<file path="src/rtl/tm_input_sequencer_if.sv">
// Pin-side word stream and core-side load/step handshake of the Turing machine input sequencer.
// master = pins/core environment, slave = the sequencer itself.
interface tm_input_sequencer_if #(
  parameter int DW = 4
);
  logic [DW-1:0] in_data;
  logic          in_valid;
  logic          in_last;
  logic          in_ready;
  logic [DW-1:0] input_data;
  logic          Next;
  logic          Done;
  logic          Compute_done;

  modport master (
    output in_data, in_valid, in_last, Compute_done,
    input  in_ready, input_data, Next, Done
  );

  modport slave (
    input  in_data, in_valid, in_last, Compute_done,
    output in_ready, input_data, Next, Done
  );
endinterface

</file>
<file path="src/rtl/tm_input_sequencer.sv">
// Buffers a pin word stream in a FIFO and replays it to the core with Next/Done strobes, then steps it.
// Word pushed into an empty FIFO shows Next two cycles later; in_ready drops when full or after the last word.
module tm_input_sequencer #(
  parameter int DW       = 4,
  parameter int DEPTH    = 8,
  parameter int HOLD     = 2,
  parameter int GAP      = 2,
  parameter int STEP_DIV = 16
) (
  input  logic                 clock,
  input  logic                 Reset,
  tm_input_sequencer_if.slave  bus,
  input  logic                 run_en,
  input  logic                 step_req,
  output logic [15:0]          step_count,
  output logic                 halted
);

  localparam int AW = $clog2(DEPTH);
  localparam int HG = (HOLD > GAP) ? HOLD : GAP;
  localparam int CW = $clog2(HG + 1);
  localparam int TW = $clog2(STEP_DIV);

  localparam logic [CW-1:0] HOLD_END = CW'(HOLD - 1);
  localparam logic [CW-1:0] GAP_END  = CW'(GAP - 1);
  localparam logic [TW-1:0] TMR_END  = TW'(STEP_DIV - 1);
  localparam logic [AW:0]   FULL_CNT = (AW + 1)'(DEPTH);

  typedef enum logic [2:0] {
    IDLE     = 3'd0,
    LOAD_HI  = 3'd1,
    LOAD_LO  = 3'd2,
    DONE_P   = 3'd3,
    RUN_WAIT = 3'd4,
    STEP_HI  = 3'd5,
    STEP_LO  = 3'd6,
    HALTED   = 3'd7
  } state_t;

  state_t state_q, state_d;

  // FIFO entries carry the word with its last flag in the MSB.
  logic [DW:0]   mem_q [DEPTH];
  logic [DW:0]   mem_d [DEPTH];
  logic [AW-1:0] wr_ptr_q, wr_ptr_d;
  logic [AW-1:0] rd_ptr_q, rd_ptr_d;
  logic [AW:0]   fill_q, fill_d;
  logic          last_seen_q, last_seen_d;

  logic [CW-1:0] ph_cnt_q, ph_cnt_d;
  logic [TW-1:0] timer_q, timer_d;
  logic          pend_q, pend_d;
  logic          step_req_q, step_req_d;
  logic          last_word_q, last_word_d;
  logic [DW-1:0] input_data_q, input_data_d;
  logic          next_q, next_d;
  logic          done_q, done_d;
  logic [15:0]   step_count_q, step_count_d;
  logic          halted_q, halted_d;

  logic          fifo_full;
  logic          fifo_empty;
  logic          in_ready_int;
  logic          push;
  logic          pop;
  logic [DW:0]   head;
  logic          step_edge;
  logic          step_take;
  logic          edge_window;

  // FIFO
  always_comb begin
    fifo_full    = (fill_q == FULL_CNT);
    fifo_empty   = (fill_q == '0);
    in_ready_int = ~fifo_full & ~last_seen_q;
    push         = bus.in_valid & in_ready_int;
    pop          = (state_q == IDLE) & ~fifo_empty;
    head         = mem_q[rd_ptr_q];

    mem_d       = mem_q;
    wr_ptr_d    = wr_ptr_q;
    rd_ptr_d    = rd_ptr_q;
    fill_d      = fill_q;
    last_seen_d = last_seen_q;

    if (push) begin
      mem_d[wr_ptr_q] = {bus.in_last, bus.in_data};
      wr_ptr_d        = wr_ptr_q + 1'b1;
      last_seen_d     = last_seen_q | bus.in_last;
    end
    if (pop) begin
      rd_ptr_d = rd_ptr_q + 1'b1;
    end
    case ({push, pop})
      2'b10:   fill_d = fill_q + 1'b1;
      2'b01:   fill_d = fill_q - 1'b1;
      default: fill_d = fill_q;
    endcase
  end

  // FSM state register
  always_ff @(posedge clock or posedge Reset) begin
    if (Reset) begin
      state_q <= IDLE;
    end else begin
      state_q <= state_d;
    end
  end

  // FSM next state, phase counter, step timer and pending manual step
  always_comb begin
    state_d    = state_q;
    ph_cnt_d   = ph_cnt_q;
    timer_d    = '0;
    pend_d     = pend_q;
    step_req_d = step_req;
    step_edge  = step_req & ~step_req_q;
    step_take  = 1'b0;

    edge_window = (state_q == DONE_P) || (state_q == RUN_WAIT) ||
                  (state_q == STEP_HI) || (state_q == STEP_LO);

    case (state_q)
      IDLE: begin
        if (!fifo_empty) begin
          state_d  = LOAD_HI;
          ph_cnt_d = '0;
        end
      end
      LOAD_HI: begin
        if (ph_cnt_q == HOLD_END) begin
          state_d  = LOAD_LO;
          ph_cnt_d = '0;
        end else begin
          ph_cnt_d = ph_cnt_q + 1'b1;
        end
      end
      LOAD_LO: begin
        if (ph_cnt_q == GAP_END) begin
          state_d  = last_word_q ? DONE_P : IDLE;
          ph_cnt_d = '0;
        end else begin
          ph_cnt_d = ph_cnt_q + 1'b1;
        end
      end
      DONE_P: begin
        state_d = RUN_WAIT;
      end
      RUN_WAIT: begin
        if (bus.Compute_done) begin
          state_d = HALTED;
        end else if (pend_q || step_edge || (run_en && (timer_q == TMR_END))) begin
          state_d   = STEP_HI;
          ph_cnt_d  = '0;
          step_take = 1'b1;
        end else begin
          timer_d = run_en ? (timer_q + 1'b1) : timer_q;
        end
      end
      STEP_HI: begin
        if (ph_cnt_q == HOLD_END) begin
          state_d  = STEP_LO;
          ph_cnt_d = '0;
        end else begin
          ph_cnt_d = ph_cnt_q + 1'b1;
        end
      end
      STEP_LO: begin
        if (ph_cnt_q == GAP_END) begin
          state_d  = RUN_WAIT;
          ph_cnt_d = '0;
        end else begin
          ph_cnt_d = ph_cnt_q + 1'b1;
        end
      end
      HALTED: begin
        state_d = HALTED;
      end
      default: begin
        state_d = IDLE;
      end
    endcase

    // An edge seen in the same cycle a step is taken is consumed by that step.
    if (step_take) begin
      pend_d = 1'b0;
    end else if (edge_window && step_edge) begin
      pend_d = 1'b1;
    end
  end

  // FSM outputs; strobes are registered from the current state
  always_comb begin
    next_d       = (state_q == LOAD_HI) || (state_q == STEP_HI);
    done_d       = (state_q == DONE_P);
    halted_d     = (state_q == HALTED);
    input_data_d = pop ? head[DW-1:0] : input_data_q;
    last_word_d  = pop ? head[DW] : last_word_q;
    step_count_d = step_count_q;
    if (step_take && (step_count_q != 16'hFFFF)) begin
      step_count_d = step_count_q + 16'd1;
    end
  end

  always_ff @(posedge clock or posedge Reset) begin
    if (Reset) begin
      for (int i = 0; i < DEPTH; i++) begin
        mem_q[i] <= '0;
      end
      wr_ptr_q     <= '0;
      rd_ptr_q     <= '0;
      fill_q       <= '0;
      last_seen_q  <= 1'b0;
      ph_cnt_q     <= '0;
      timer_q      <= '0;
      pend_q       <= 1'b0;
      step_req_q   <= 1'b0;
      last_word_q  <= 1'b0;
      input_data_q <= '0;
      next_q       <= 1'b0;
      done_q       <= 1'b0;
      step_count_q <= '0;
      halted_q     <= 1'b0;
    end else begin
      mem_q        <= mem_d;
      wr_ptr_q     <= wr_ptr_d;
      rd_ptr_q     <= rd_ptr_d;
      fill_q       <= fill_d;
      last_seen_q  <= last_seen_d;
      ph_cnt_q     <= ph_cnt_d;
      timer_q      <= timer_d;
      pend_q       <= pend_d;
      step_req_q   <= step_req_d;
      last_word_q  <= last_word_d;
      input_data_q <= input_data_d;
      next_q       <= next_d;
      done_q       <= done_d;
      step_count_q <= step_count_d;
      halted_q     <= halted_d;
    end
  end

  assign bus.in_ready   = in_ready_int;
  assign bus.input_data = input_data_q;
  assign bus.Next       = next_q;
  assign bus.Done       = done_q;
  assign step_count     = step_count_q;
  assign halted         = halted_q;

endmodule

</file>
<file path="src/flat_wrapper.sv">
// flat-port wrapper written by rule: the top's interface ports become plain ports
module tm_input_sequencer_flat 
#(
  parameter int DW       = 4,
  parameter int DEPTH    = 8,
  parameter int HOLD     = 2,
  parameter int GAP      = 2,
  parameter int STEP_DIV = 16
)
  (clock, Reset, run_en, step_req, step_count, halted, bus_in_data, bus_in_valid, bus_in_last, bus_Compute_done, bus_in_ready, bus_input_data, bus_Next, bus_Done);
  tm_input_sequencer_if #(.DW(DW)) bus_i ();
  input  logic clock;
  input  logic Reset;
  input  logic run_en;
  input  logic step_req;
  output logic [15:0] step_count;
  output logic halted;
  input wire logic [$bits(bus_i.in_data)-1:0] bus_in_data;
  input wire logic [$bits(bus_i.in_valid)-1:0] bus_in_valid;
  input wire logic [$bits(bus_i.in_last)-1:0] bus_in_last;
  input wire logic [$bits(bus_i.Compute_done)-1:0] bus_Compute_done;
  output wire logic [$bits(bus_i.in_ready)-1:0] bus_in_ready;
  output wire logic [$bits(bus_i.input_data)-1:0] bus_input_data;
  output wire logic [$bits(bus_i.Next)-1:0] bus_Next;
  output wire logic [$bits(bus_i.Done)-1:0] bus_Done;
  assign bus_i.in_data = bus_in_data;
  assign bus_i.in_valid = bus_in_valid;
  assign bus_i.in_last = bus_in_last;
  assign bus_i.Compute_done = bus_Compute_done;
  assign bus_in_ready = bus_i.in_ready;
  assign bus_input_data = bus_i.input_data;
  assign bus_Next = bus_i.Next;
  assign bus_Done = bus_i.Done;
  tm_input_sequencer #(.DW(DW), .DEPTH(DEPTH), .HOLD(HOLD), .GAP(GAP), .STEP_DIV(STEP_DIV)) u_core (.clock(clock), .Reset(Reset), .bus(bus_i), .run_en(run_en), .step_req(step_req), .step_count(step_count), .halted(halted));
endmodule
</file>
<file path="config.mk">
export PLATFORM = sky130hd
export DESIGN_NAME = tm_input_sequencer_flat
export DESIGN_NICKNAME = d
export VERILOG_FILES = /design/src/rtl/tm_input_sequencer_if.sv /design/src/rtl/tm_input_sequencer.sv /design/src/flat_wrapper.sv
export SDC_FILE = /design/constraint.sdc
export NUM_CORES = 1
export LEC_CHECK = 0
export ABC_AREA = 1
export ABC_CLOCK_PERIOD_IN_PS = 2400
export BUFFER_PORTS_ARGS = -buffer_cell sky130_fd_sc_hd__buf_2
export CAP_MARGIN = 40
export CORE_ASPECT_RATIO = 1.5
export CORE_MARGIN = 2
export CORE_UTILIZATION = 54
export DETAILED_ROUTE_END_ITERATION = 10
export PLACE_DENSITY = 0.76
export SLEW_MARGIN = 10
export SYNTH_ARGS = -nofsm -noshare
export SYNTH_HDL_FRONTEND = slang
export SYNTH_SLANG_ARGS = --single-unit
</file>
<file path="constraint.sdc">
create_clock -name clock -period 2.4 [get_ports clock]
set_input_delay 0.36 -clock clock [delete_from_list [all_inputs] [get_ports clock]]
set_output_delay 0.36 -clock clock [all_outputs]
set_load 0.02 [all_outputs]
</file>
==> results.yml, run 1 <==
synthesis:
  synth_area_leaders: "dfrtp_1, nand2_1, o21ai_0, nor2_1, inv_1"
  yosys.area_share.xor_xnor_pct: 3.47
  yosysTopAreaCell: "dfrtp_1"
  synth_most_common_cell: "nand2_1"
  synth_area_per_cell_um2: 8.12
  synth.area.mux_share_pct: 0.233
  synth_cell_types: 30
  yosys.area_share.simple_pct: 28.1
  synth_edf_count: 0
  ys.flop_type: "dfrtp_1"
  synth_top_family_by_area: "simple AND/OR/NAND/NOR gates"
  syn-num-nets: 546
  synth_cells: 528
  ys_ff_latch: 86
  ys_seq_area_share_pct: 50.2
  async_reset_ff_share_pct: 100
  netlist_area_mm2: 0.00429
  synthAdderAreaFrac_pct: 2.04
  synth_compound_area_share_pct: 10.8
  synth_top_area_share_pct: 50.2
  synth_common_cells: "nand2_1, dfrtp_1, nor2_1"
  ys_warn_count: 0
grt:
  grt_pass1_vias: 3604
  gr-usage-all-layers_pct: 23.5
  antenna_found_initial: 0
  grt_max_degree: 87
  overflow: 0
  grt_first_pass_wirelength_um: 16200
clock_network:
  cts_buffers: 9
  tritoncts: "built"
  cts_buffer_depth: 2
  cts-root-buf: "clkbuf_16"
  h-tree-depth: 3
  hold_buffers: 0
  clk_pin_slew_ns: 0.05
  clock_sinks: 86
  insertion_delay_ns: 0.34
worst_setup_path:
  cpPeakStageDelay_ns: 0.43
  cp.required_ns: 2.61
  ff2ff_path_depth: 11
  r2r_slack_ns: 0.20
  crit_end: "u_core.fill_q[2]$_DFFE_PP0P_"
  rr_endpoint: "u_core.fill_q[2]$_DFFE_PP0P_"
  cp_max_fo: 8
  cp.arrival_ns: 2.41
  crit_chain: "nor2_1 > a31oi_2 > nand2_2 > ha_1 > nand2_1 > inv_1 > nor2_1 > ha_1 > a21oi_1 > xor2_1 > o21ai_0"
  critPathLaunchType: "register"
  r2r-start: "u_core.fill_q[0]$_DFFE_PP0P_"
  cp-startpoint: "u_core.fill_q[0]$_DFFE_PP0P_"
  slowest_stage: "dfrtp_1"
  critPathKind: "reg -> reg"
  crit_path_end_kind: "register"
sta:
  slew_headroom_pct: 58.3
  layout_min_cycle_time_ns: 2.20
  slew_violations: 0
  clock_skew_ns: 0.00554
  tightest_slew_ns: 0.625
  setup_viol: 0
  setup_ws_ns: 0.197
  clock.fmax_ghz: 0.454
  post-route-period-util_pct: 91.8
  hold_viol: 0
flow_run:
  maxCapViolations: 0
power_and_ir_drop:
  power.density_mw_per_mm2: 1170
  irDropWorstVdd_v: 0.000696
  power.leakage_uw: 0.00239
  p_total_uw: 5690
floorplanning:
  num_rows: 39
  pin_count: 35
  start_util_pct: 56.0
  die-area_mm2: 0.00869
  fp.dieW_um: 76.8
  core_area_mm2: 0.00766
  die_h_um: 113
route:
  viasPerCell: 5.33
  routed_wl_um: 9270
  drtAntennaViolNets: 0
  drc: 0
  firstDrtPassIters: 5
  num_vias: 3577
  first_iter_violations: 235
  wl_per_cell_um: 13.8
min_path:
  hp-class: "in -> reg"
placement:
  placedCellCount: 657
  hpwlAfterDp_um: 6420
  dpl_cell_area_mm2: 0.00456
  place_congestion: 0.852
  numPortBuffers: 34
  pre_cts_slack_ns: 0.136
finish:
  fin_cells: 671
  syn_to_final_growth_pct: 13.3
  nets: 584
  stdcell_area_mm2: 0.00486
  post-route-util_pct: 63.4
  diodes: 0
  layout-drive-gt1-share_pct: 14.6
status:
  status: "completed"
==> per-stage QoR <==
step / TNS [ns] / hold slack [ns]
after detailed placement: 0 / 0.440
after global routing: -0.0251 / 0.137
final: 0 / 0.142
after global placement: 0 / 0.438
after CTS: 0 / 0.137
after floorplan: 0 / 0.391
==> where the power goes <==
group	switching (uW)	leakage, uW	internal, uW
Combinational	1290	0.00114	715
Sequential	422	0.00111	1970
Clock	518	0.000138	772
==> flip-flops by register name, summed over array words and instances (netlist names), 3 cells and up <==
register	cells
u_core.wr_ptr_q	3
u_core.mem_q	40
u_core.state_q	3
u_core.fill_q	4
u_core.bus.input_data	4
u_core.timer_q	4
u_core.step_count	16
u_core.rd_ptr_q	3
==> cell type report <==
| class | instances | area [um^2] |
|---|---|---|
| Multi-Input combinational cell | 389 | 1930 |
| Fill cell | 692 | 2800 |
| Timing Repair Buffer | 37 | 205 |
| Inverter | 43 | 168 |
| Clock inverter | 1 | 5.00 |
| Tap cell | 102 | 128 |
| Sequential cell | 86 | 2150 |
| Clock buffer | 13 | 270 |
==> worst max-delay path, delay by kind of cell (launching register included) <==
kind	cells	cell delay (ns)
AND/OR/NAND/NOR	4	0.55
buffers and inverters	1	0.06
XOR/XNOR	1	0.18
flip-flops	1	0.43
AO/OA/AOI/OAI	3	0.42
adder cells (fa/ha/maj)	2	0.44
==> worst min path at each step <==
stage / from / to / slack, ns / cells past startpoint
2_1_floorplan: step_req / u_core.step_req_q$_DFF_PP0_ / 0.39 / 0
3_3_place_gp: u_core.state_q[2]$_DFFE_PP0P_ / u_core.bus.Done$_DFF_PP0_ / 0.44 / 1
3_5_place_dp: u_core.state_q[2]$_DFFE_PP0P_ / u_core.bus.Done$_DFF_PP0_ / 0.44 / 1
4_1_cts: step_req / u_core.step_req_q$_DFF_PP0_ / 0.14 / 1
5_1_grt: step_req / u_core.step_req_q$_DFF_PP0_ / 0.14 / 1
6_report: step_req / u_core.step_req_q$_DFF_PP0_ / 0.14 / 1
==> metal layers <==
layer | part of all wire (%) | global-route usage [%] | wire (um)
met5 | 0 | 0 | 0
met4 | 3.1 | 12.8 | 289
met3 | 3.3 | 3.83 | 304
met2 | 52 | 40.9 | 4790
met1 | 42 | 27.7 | 3880
==> kinds of logic (layout without fill, tap and decap cells) <==
logic type,Yosys count,after routing
AO/OA/AOI/OAI,85,85
adder cells (fa/ha/maj),7,7
flip-flops,86,86
buffers and inverters,53,94
multiplexers,1,1
XOR/XNOR,17,17
AND/OR/NAND/NOR,279,279
==> placed cells by master, fill, tap and decap left out <==
| cell type | instances |
|---|---|
| a21oi_1 | 6 |
| a31oi_2 | 1 |
| buf_12 | 1 |
| buf_2 | 34 |
| buf_4 | 2 |
| clkbuf_1 | 1 |
| clkbuf_16 | 9 |
| clkbuf_8 | 3 |
| clkinv_2 | 1 |
| clkinvlp_4 | 1 |
| dfrtp_1 | 86 |
| ha_1 | 7 |
| inv_1 | 40 |
| inv_2 | 1 |
| inv_4 | 1 |
| mux2i_1 | 1 |
| nand2_1 | 148 |
| nand2_2 | 7 |
| nand2_4 | 1 |
| nand3_1 | 27 |
| nand3_2 | 10 |
| nand4_1 | 4 |
| nor2_1 | 73 |
| nor2_2 | 2 |
| nor2_4 | 2 |
| nor3_1 | 4 |
| nor3_4 | 1 |
| o211ai_1 | 5 |
| o21ai_0 | 65 |
| o21ai_1 | 1 |
| o21ai_2 | 6 |
| o21bai_1 | 1 |
| xnor2_1 | 5 |
| xor2_1 | 12 |
==> what timing repair did <==
| action | CTS | global route |
|---|---|---|
| buffers inserted | 0 | 0 |
| gates resized for setup | 0 | 5 |
| setup endpoints to repair | 0 | 1 |
Note: power is estimated with default switching activity, not from simulation.
==> run 2: changes to the inputs <==
Settings changed: CORE_UTILIZATION 54 to 56, CTS_BUF_LIST set to sky130_fd_sc_hd__clkbuf_2 sky130_fd_sc_hd__clkbuf_4 sky130_fd_sc_hd__clkbuf_8, PLACE_DENSITY 0.76 to 0.78.
==> run 2 against run 1 <==
Final area shrank 1.4%; fmax is 1.6% higher; critical endpoint unchanged; utilization grew 0.35 points; count of clock-buffer cells in the layout fell by 1.
==> results.yml, run 2 (synthesis gave the netlist of run 1 again) <==
clock_network:
  cts_resized: 0
  cts_buffer_depth: 2
  cts_buffers: 9
  cts-root-buf: "clkbuf_8"
  hold_buffers: 0
  insertion_delay_ns: 0.36
  h-tree-depth: 3
  clock_sinks: 86
  postCtsSetupBuffers: 0
  clk_pin_slew_ns: 0.08
  tritoncts: "built"
placement:
  numPortBuffers: 34
  place_congestion: 0.853
  dpl_cell_area_mm2: 0.00457
  hpwlAfterDp_um: 6510
sta:
  clock_skew_ns: 0.00680
  tightest_slew_ns: 0.670
  timing.setup.tns_ns: 0
  holdWs_ns: 0.115
  post-route-period-util_pct: 90.4
  slew_headroom_pct: 55.3
  setup_viol: 0
  clock.fmax_ghz: 0.461
  slew_violations: 0
  hold_viol: 0
  rsz0062_at_grt: "false"
  layout_min_cycle_time_ns: 2.17
power_and_ir_drop:
  power.leakage_uw: 0.00236
  p_total_uw: 5500
  irDropWorstVdd_v: 0.000622
  power.density_mw_per_mm2: 1150
finish:
  layout-drive-gt1-share_pct: 15.4
  stdcell_area_mm2: 0.00479
  diodes: 0
  nets: 585
  syn_to_final_growth_pct: 11.8
  largest_reg_flops: 40
  top_register: "u_core.mem_q"
  layout_commonest_cell: "nand2_1"
  layout_common_cells: "nand2_1, dfrtp_1, nor2_1"
worst_setup_path:
  critPathLaunchType: "register"
  r2r-start: "u_core.fill_q[2]$_DFFE_PP0P_"
  slowest_stage: "dfrtp_1"
  crit_buf_inv: 2
  cp-startpoint: "u_core.fill_q[2]$_DFFE_PP0P_"
  cpPeakStageDelay_ns: 0.39
  critPathKind: "reg -> reg"
  crit_family: "compound AO/OA/AOI/OAI gates"
  crit_path_end_kind: "register"
  cp.required_ns: 2.68
  cp.arrival_ns: 2.44
  cp_max_fo: 8
  crit_chain: "inv_1 > a31oi_2 > nand2_2 > ha_1 > nand2_1 > inv_1 > nor2_2 > ha_1 > a21oi_1 > xor2_1 > o21ai_0"
grt:
  grt_use_met1_pct: 30.1
  gr-usage-all-layers_pct: 24.6
  overflow: 0
  met2_usage_pct: 40.3
  antenna_found_initial: 0
  grt_max_degree: 87
  grt_pass1_vias: 3497
  top_usage_layer: "met2"
  use_met3_pct: 4.82
  grt_first_pass_wirelength_um: 15900
route:
  viasPerCell: 5.31
  routed_wl_um: 9450
  drc: 0
  first_iter_violations: 298
  wl_per_cell_um: 14.0
  firstDrtPassIters: 4
  drtAntennaViolNets: 0
  num_vias: 3581
floorplanning:
  fp.dieW_um: 75.5
  core_area_mm2: 0.00751
  die_h_um: 111
  start_util_pct: 57.1
  die-area_mm2: 0.00839
  num_rows: 39
  pin_count: 35
min_path:
  hp-class: "in -> reg"
  worstHoldStart: "step_req"
status:
  status: "completed"
flow_run:
  maxCapViolations: 0
-- run 2: cell types whose count changed in the layout (fill, tap and decap cells not counted), moves of 2 or more --
cell,change
clkbuf_16,-9
clkbuf_8,+8
clkinv_2,+2
nor2_1,-2
nor2_2,+2
-- run 2: routing by layer --
metal	wire [um]	share of wire, %
met5	0	0
met4	356	3.8
met3	328	3.5
met2	4880	52
met1	3880	41
-- run 2: power breakdown --
part / internal, uW / leakage [uW] / switching, uW
registers: 1970 / 0.00111 / 388
logic: 730 / 0.00114 / 1360
clock network: 545 / 0.000110 / 512
-- run 2: layout make-up --
type | count | area (um^2)
clock inverter | 4 | 45.0
sequential | 86 | 2150
timing repair buffer | 38 | 213
fill | 670 | 2720
clock buffer | 12 | 159
inverter | 43 | 165
multi-input combinational | 389 | 1930
tap | 102 | 128
-- run 2: per-stage QoR --
| stage | util [%] | worst slack, ns | instances |
|---|---|---|---|
| floorplan | - | 0.404 | 528 |
| global placement | 60.8 | 0.301 | 658 |
| detailed placement | 60.8 | 0.107 | 658 |
| CTS | 63.6 | 0.0775 | 674 |
| global route | 63.8 | 0.0102 | 674 |
| finish | 63.8 | 0.231 | 674 |
-- run 2: worst register-to-register path, stage by stage, from the launching register on --
cell	delay (ns)
dfrtp_1	0.39
inv_1	0.11
a31oi_2	0.31
nand2_2	0.19
ha_1	0.27
nand2_1	0.10
inv_1	0.05
nor2_2	0.13
ha_1	0.17
a21oi_1	0.05
xor2_1	0.16
o21ai_0	0.16
-- run 2: worst paths after layout --
kind	slack [ns]	to	cells after the start
setup reg to reg	0.23	u_core.fill_q[2]$_DFFE_PP0P_	11
hold reg to reg	0.45	u_core.bus.Done$_DFF_PP0_	1
max in group asynchronous	1.93	u_core.step_count[8]$_DFFE_PP0P_	3
hold / removal	0.11	u_core.step_req_q$_DFF_PP0_	1
min in group asynchronous	0.12	u_core.rd_ptr_q[2]$_DFFE_PP0P_	3
setup / recovery	0.23	u_core.fill_q[2]$_DFFE_PP0P_	11
==> run 3: changes to the inputs <==
Settings changed: CTS_CLUSTER_SIZE set to 14, RECOVER_POWER set to 50, SLEW_MARGIN 10 to not set.
==> run 3 against run 2 <==
The run now ends with max-capacitance violations, max-slew violations left; sequential power is essentially flat; via count fell by 0.17%; power down 0.32%; register-to-register slack is essentially flat; setup slack better by 0.0056 ns; final area down 0.70%; global-route usage stayed put; critical path type unchanged; critical endpoint unchanged; highest routed layer unchanged.
==> results.yml, run 3 (synthesis gave the netlist of run 1 again) <==
clock_network:
  cts-root-buf: "clkbuf_8"
  h-tree-depth: 3
  clock_sinks: 86
  hold_buffers: 0
  tritoncts: "built"
  clk_pin_slew_ns: 0.08
  insertion_delay_ns: 0.37
  cts_buffers: 9
  cts_buffer_depth: 2
finish:
  diodes: 0
  layout_common_cells: "nand2_1, dfrtp_1, nor2_1"
  post-route-util_pct: 63.4
  syn_to_final_growth_pct: 11.0
  top_register: "u_core.mem_q"
  nets: 585
  layout-drive-gt1-share_pct: 14.2
  fillers: 676
  layout_commonest_cell: "nand2_1"
  ff_latch_area_mm2: 0.00215
  multiInputGateArea_mm2: 0.00192
  largest_reg_flops: 40
  fin_cells: 674
grt:
  antenna_found_initial: 0
  gr-usage-all-layers_pct: 24.6
  grt_pass1_vias: 3497
  grt_max_degree: 87
  grt_first_pass_wirelength_um: 15900
  overflow: 0
min_path:
  worstHoldStart: "step_req"
  hp-class: "in -> reg"
route:
  viasPerCell: 5.30
  firstDrtPassIters: 4
  drtAntennaViolNets: 0
  first_iter_violations: 320
  wl_per_cell_um: 14.1
  drc: 0
  routed_wl_um: 9500
  num_vias: 3575
placement:
  numPortBuffers: 34
  place_congestion: 0.853
  placedCellCount: 658
  pre_cts_slack_ns: 0.107
  hpwlAfterDp_um: 6510
floorplanning:
  core_area_mm2: 0.00751
  fp.dieW_um: 75.5
  start_util_pct: 57.1
  die_h_um: 111
  pin_count: 35
  num_rows: 39
  die-area_mm2: 0.00839
sta:
  layout_min_cycle_time_ns: 2.16
  hold_viol: 0
  slew_headroom_pct: -26.2
  rsz0062_at_grt: "false"
  timing.setup.tns_ns: 0
  setup_ws_ns: 0.236
  clock_skew_ns: 0.00680
  setup_viol: 0
  tightest_slew_ns: 1.89
  clock.fmax_ghz: 0.462
  slew_violations: 87
  post-route-period-util_pct: 90.1
worst_setup_path:
  crit_family: "simple AND/OR/NAND/NOR gates"
  critPathKind: "reg -> reg"
  crit_path_end_kind: "register"
  cpPeakStageDelay_ns: 0.45
  r2r_slack_ns: 0.24
  crit_chain: "nor2_2 > nand3_1 > nand2_4 > inv_2 > ha_1 > nand2_1 > inv_1 > nor2_2 > ha_1 > a21oi_1 > xor2_1 > o21ai_0"
  cp.arrival_ns: 2.45
  crit_buf_inv: 2
  cp_max_fo: 10
  cp.required_ns: 2.68
  cp-startpoint: "u_core.fill_q[0]$_DFFE_PP0P_"
  r2r-start: "u_core.fill_q[0]$_DFFE_PP0P_"
  critPathLaunchType: "register"
  slowest_stage: "dfrtp_1"
power_and_ir_drop:
  irDropWorstVdd_v: 0.000625
  p_total_uw: 5480
  pwr-share-seq_pct: 42.9
  internal_power_uw: 3230
  swShare_pct: 41.2
  p_clk_share_pct: 19.3
  pwr-share-comb_pct: 37.7
  power.leakage_uw: 0.00234
  p_sw_uw: 2260
  power.density_mw_per_mm2: 1150
status:
  violations: "max-capacitance violations, max-slew violations"
  status: "finished, violations left"
flow_run:
  maxCapViolations: 1
## run 3: changes by cell type in the layout (fill, tap and decap cells not counted)
cell	change
buf_12	-1
buf_2	-5
nor3_1	+1
nor3_4	-1
clkbuf_1	+6
## run 3: layout make-up
class / count / area share, %
sequential: 86 / 45.2
multi-input combinational: 389 / 40.4
clock inverter: 4 / 0.946
inverter: 43 / 3.47
timing repair buffer: 38 / 3.99
tap: 102 / 2.68
clock buffer: 12 / 3.34
## run 3: path summary, 6_finish.rpt
check,to,cells after the start
max,u_core.fill_q[2]$_DFFE_PP0P_,12
max in group asynchronous,u_core.step_count[0]$_DFFE_PP0P_,3
min,u_core.step_req_q$_DFF_PP0_,1
min in group asynchronous,u_core.rd_ptr_q[2]$_DFFE_PP0P_,3
max reg2reg,u_core.fill_q[2]$_DFFE_PP0P_,12
min reg2reg,u_core.bus.Done$_DFF_PP0_,1
## run 3: power by group through the flow
stage               logic [uW]  registers [uW]  clock network, uW
global route              2350            2420               1130
floorplan                 1450            2410                  0
global placement          1990            2340                  0
CTS                       2090            2340               1070
detailed placement        2070            2360                  0
finish                    2070            2360               1060
## run 3: what timing repair did
| item | CTS | global route |
|---|---|---|
| resized for setup | 0 | 5 |
| setup endpoints to repair | 0 | 1 |
| buffers inserted | 0 | 0 |
## run 3: per-layer routing
layer | track usage, % | vias up | routed length [um]
met3 | 4.82 | 22 | 400
met4 | 11.7 | 0 | 320
met1 | 30.1 | 1702 | 3830
met5 | 0 | - | 0
li1 | - | 1777 | -
met2 | 40.3 | 74 | 4950
## run 3: stage by stage
| step | hold slack [ns] | cell area (um^2) |
|---|---|---|
| 2_1_floorplan | 0.391 | 4290 |
| 6_report | 0.106 | 4760 |
| 4_1_cts | 0.102 | 4780 |
| 5_1_grt | 0.101 | 4760 |
| 3_5_place_dp | 0.435 | 4570 |
| 3_3_place_gp | 0.437 | 4570 |
